File: src/rtl/pdm_decimator.sv
// pdm_decimator: 1-bit PDM stream to unsigned PCM via a 3rd-order CIC
// decimator (ratio 2^LOG2_R), with warm-up suppression of the first strobes.
module pdm_decimator #(
  parameter int unsigned LOG2_R = 6,
  parameter int unsigned OUT_W  = 16
) (
  input  logic             clk,
  input  logic             rst_n,
  input  logic             pdm_en,
  input  logic             pdm_in,
  output logic [OUT_W-1:0] pcm_out,
  output logic             pcm_valid
);

  localparam int unsigned GAIN_W = 3 * LOG2_R;
  localparam int unsigned W      = GAIN_W + 1;
  localparam int unsigned SHIFT  = GAIN_W - OUT_W;
  localparam logic [LOG2_R-1:0] CNT_LAST = '1;
  localparam logic [1:0]        WU_DONE  = 2'd3;

  logic [W-1:0]      i1, i2, i3;
  logic [W-1:0]      d1, d2, d3;
  logic [LOG2_R-1:0] dec_cnt;
  logic              dec_tick;
  logic [1:0]        wu;

  logic [W-1:0]      c1_c, c2_c, c3_c;
  logic [GAIN_W-1:0] sat_c;
  logic [OUT_W-1:0]  pcm_next_c;

  // Integrator chain, advanced only on enabled bit edges (modulo 2^W).
  always_ff @(posedge clk or negedge rst_n) begin
    if (!rst_n) begin
      i1 <= '0;
      i2 <= '0;
      i3 <= '0;
    end else if (pdm_en) begin
      i1 <= i1 + {{(W-1){1'b0}}, pdm_in};
      i2 <= i2 + i1;
      i3 <= i3 + i2;
    end
  end

  // Decimation counter and the one-cycle tick after each R-th enabled bit.
  always_ff @(posedge clk or negedge rst_n) begin
    if (!rst_n) begin
      dec_cnt  <= '0;
      dec_tick <= 1'b0;
    end else begin
      dec_tick <= pdm_en && (dec_cnt == CNT_LAST);
      if (pdm_en) begin
        dec_cnt <= dec_cnt + LOG2_R'(1);
      end
    end
  end

  // Comb differences and saturation of the full-scale R^3 case to R^3-1.
  always_comb begin
    c1_c       = i3 - d1;
    c2_c       = c1_c - d2;
    c3_c       = c2_c - d3;
    sat_c      = c3_c[W-1] ? {GAIN_W{1'b1}} : c3_c[GAIN_W-1:0];
    pcm_next_c = OUT_W'(sat_c >> SHIFT);
  end

  // Comb delay registers, updated once per decimated sample.
  always_ff @(posedge clk or negedge rst_n) begin
    if (!rst_n) begin
      d1 <= '0;
      d2 <= '0;
      d3 <= '0;
    end else if (dec_tick) begin
      d1 <= i3;
      d2 <= c1_c;
      d3 <= c2_c;
    end
  end

  // Output sample register, warm-up counter and strobe.
  always_ff @(posedge clk or negedge rst_n) begin
    if (!rst_n) begin
      pcm_out   <= '0;
      pcm_valid <= 1'b0;
      wu        <= '0;
    end else begin
      pcm_valid <= dec_tick && (wu == WU_DONE);
      if (dec_tick) begin
        pcm_out <= pcm_next_c;
        if (wu != WU_DONE) begin
          wu <= wu + 2'd1;
        end
      end
    end
  end

endmodule

File: config.mk
export PLATFORM = sky130hd
export DESIGN_NAME = pdm_decimator
export DESIGN_NICKNAME = d
export VERILOG_FILES = /design/src/rtl/pdm_decimator.sv
export SDC_FILE = /design/constraint.sdc
export NUM_CORES = 1
export LEC_CHECK = 0
export BUFFER_PORTS_ARGS = -buffer_cell sky130_fd_sc_hd__buf_4
export CAP_MARGIN = 15
export CELL_PAD_IN_SITES_DETAIL_PLACEMENT = 0
export CELL_PAD_IN_SITES_GLOBAL_PLACEMENT = 1
export CORE_ASPECT_RATIO = 0.8
export CORE_MARGIN = 4
export CORE_UTILIZATION = 50
export DETAILED_ROUTE_END_ITERATION = 8
export GPL_TIMING_DRIVEN = 0
export PLACE_DENSITY_LB_ADDON = 0.2
export SYNTH_ARGS = -nofsm -noshare
export SYNTH_HDL_FRONTEND = slang
export SYNTH_SLANG_ARGS = --single-unit
File: constraint.sdc
create_clock -name clk -period 6.4 [get_ports clk]
set_input_delay 1.6 -clock clk [delete_from_list [all_inputs] [get_ports clk]]
set_output_delay 1.6 -clock clk [all_outputs]
set_load 0.005 [all_outputs]
==> flow_summary.json <==
{
  "fin_crit_sh_pct": 93.43,
  "fmax_ghz": 0.1672,
  "die_w_um": 162.1,
  "core_um2": 18390,
  "cap_violations": 0,
  "wl_per_cell_um": 15.22,
  "clock_skew_ns": 0.009732,
  "avgSynthCellArea_um2": 9.526,
  "cts_made_buffers": 17,
  "die_h_um": 131.3,
  "grt_max_degree": 92,
  "numClockSinks": 140,
  "reg2reg_from": "i3[0]",
  "grt_util_all_layers_pct": 19.39,
  "crit_required_ns": 6.67,
  "area_growth_pct": 12.05,
  "hp-start": "dec_cnt[5]",
  "rrSetupSlack_ns": 0.42,
  "crit_type": "reg2reg",
  "synth_area_um2": 9498,
  "reg2reg_depth": 27,
  "cts_tree": "yes",
  "async_flop_share_pct": 100.0,
  "reg2reg_to": "pcm_out[8]",
  "clkSlewWorstSetupHoldPaths_ns": 0.06,
  "layout_commonest_cell": "dfrtp_1",
  "drtIter0Drc": 466,
  "slew_headroom_pct": 45.69,
  "critPathCaptureType": "register",
  "route.detailed.drc": 0,
  "grt_pass1_vias": 6735,
  "dp_hpwl_um": 14740,
  "report.final.slew_viol_count": 0,
  "outcome": "finished, final reports clean",
  "grt_pass1_wl_um": 33950,
  "antenna_found_initial": 0,
  "synth-main-ff-cell": "dfrtp_1",
  "critPathArrivalTime_ns": 6.25,
  "cp-start-kind": "register",
  "synthCells": 997,
  "grt-ovfl-total": 0,
  "fin_area_um2": 10640,
  "utilization_pct": 57.88,
  "ioPinCount": 21,
  "layout_common_cells": "dfrtp_1, nand2_1, ha_1",
  "vias_per_cell": 5.403,
  "antenna_left": 0,
  "hold_violations": 0,
  "worst_pin_slew_ns": 0.8147,
  "worstPathMaxFanout": 10,
  "dp_slack_ns": -0.04335,
  "hold_class": "reg2reg",
  "routed_wl_um": 19840,
  "cts_root_buffer": "clkbuf_16",
  "finalCriticalPeriod_ns": 5.979,
  "synth_enable_flop_cells": 0,
  "rows": 44,
  "worst_path_dominant_cell_family": "compound AO/OA/AOI/OAI gates",
  "place_area_um2": 9996,
  "die-area_um2": 21280,
  "worst-path-buf-inv": 3,
  "cts_max_level": 4,
  "seq_area_frac_synth_pct": 36.89,
  "io_buffers": 20,
  "start_util_pct": 51.65,
  "gp_congestion": 0.7786,
  "slowest_stage": "a2111oi_4",
  "hold_end": "dec_cnt[5]",
  "finalSetupViolations": 0,
  "drt-pass1-iter-count": 5,
  "ys_seq_elements": 140,
  "ys_warn_count": 0,
  "clockBufferDepth": 2,
  "clock_latency_ns": 0.42,
  "min_path_cells": 1,
  "via_count": 7046,
  "cpPeakStageDelay_ns": 0.45,
  "final_layout_size_suffix_gt1_share_pct": 11.61,
  "diodes": 0,
  "crit_top_cell": "ha_1",
  "setup_ws_ns": 0.4207,
  "nNetsFinal": 1140,
  "ys_types": 66,
  "syn_nets": 1098
}
final cells by class:
type / count / area, µm²
sequential: 140 / 3503
tap: 253 / 316.6
inverter: 73 / 274.0
buffer: 25 / 127.6
clock inverter: 11 / 142.6
multi-input combinational: 759 / 5603
timing repair buffer: 23 / 209.0
fill: 1682 / 7745
clock buffer: 20 / 466.7
repair_timing:
item                                    in CTS  in global routing
setup buffers                                0                  2
hold buffers                                 0                  0
gates resized for setup                      1                  3
pin swaps                                    0                  2
endpoints found under the setup margin      10                 16
cell families (layout without fill, tap and decap cells):
group,Yosys count,after routing,share of synthesized area (%)
xor+xnor,93,93,8.747
fa+ha+maj,97,97,13.09
simple gates,271,271,13.31
compound gates,252,252,18.36
mux,46,46,5.375
buf+inv,98,152,4.229
flops,140,140,36.89
synth_stat cells (8+ instances only):
library cell | number | area (µm²)
dfrtp_1 | 140 | 3503
nand2_1 | 95 | 356.6
ha_1 | 93 | 1164
o21ai_0 | 72 | 360.4
inv_1 | 71 | 266.5
nor2_1 | 66 | 247.7
xnor2_1 | 66 | 578.1
a21oi_1 | 50 | 250.2
mux2_2 | 40 | 450.4
a21o_1 | 28 | 210.2
xor2_1 | 26 | 227.7
nand2b_1 | 19 | 118.9
o21a_1 | 19 | 142.6
nand3_1 | 18 | 90.09
clkbuf_1 | 15 | 56.30
nor3_1 | 13 | 65.06
and3_1 | 12 | 75.07
nand4_1 | 12 | 75.07
or3_1 | 12 | 75.07
a31oi_1 | 10 | 62.56
nor2b_1 | 10 | 62.56
o21ai_1 | 10 | 50.05
o31ai_1 | 8 | 60.06
sequential cells by signal (all words and copies together) (netlist names), 2 cells and up:
name     cells
d1          19
d2          19
d3          19
dec_cnt      6
i1          19
i2          19
i3          19
pcm_out     16
wu           2
stage by stage:
| stage | instances | hold slack (ns) | TNS, ns |
|---|---|---|---|
| floorplan | 997 | 0.4420 | 0 |
| global placement | 1270 | 0.4613 | -0.1393 |
| detailed placement | 1271 | 0.4613 | -0.2490 |
| CTS | 1302 | 0.4728 | 0 |
| global route | 1304 | 0.4875 | -0.01246 |
| finish | 1304 | 0.4717 | 0 |
worst register-to-register path, stage by stage (launching register included):
cell and delay (ns):
dfrtp_1 0.39, inv_1 0.09, ha_1 0.17, inv_1 0.06, fa_1 0.41, a21o_1 0.22
a2111oi_4 0.45, o21bai_1 0.10, a21oi_1 0.18, xnor2_1 0.11, ha_1 0.37, nand3_1 0.12
o31ai_2 0.39, o211ai_1 0.16, a21boi_1 0.24, o21a_1 0.16, nor2_1 0.05, ha_1 0.32
and3_1 0.18, and2_0 0.16, a221o_1 0.36, o211ai_2 0.21, a21boi_1 0.10, o21ai_1 0.18
nand2b_1 0.09, xor3_2 0.29, buf_12 0.18, a31oi_4 0.09
how the worst max path moves through the flow:
stage / slack [ns] / start / to / cells after the start
4_1_cts: 0.02 / i3[0] / pcm_out[8] / 28
6_report: 0.42 / i3[0] / pcm_out[8] / 27
3_5_place_dp: -0.04 / i3[0] / pcm_out[9] / 27
3_3_place_gp: -0.03 / i3[0] / pcm_out[7] / 27
5_1_grt: -0.005 / i3[0] / pcm_out[8] / 27
2_1_floorplan: 0.79 / i3[0] / pcm_out[13] / 27
routing by layer:
layer	GRT usage (%)	vias up	wire, µm
li1	-	3595	-
met1	31.24	3362	11310
met2	27.00	74	7857
met3	3.507	15	503
met4	4.039	0	172
met5	0	-	0
Power is left out: the tool's default activity adds up to more than one toggle a clock period on the data nets, which glitch-free logic cannot reach.
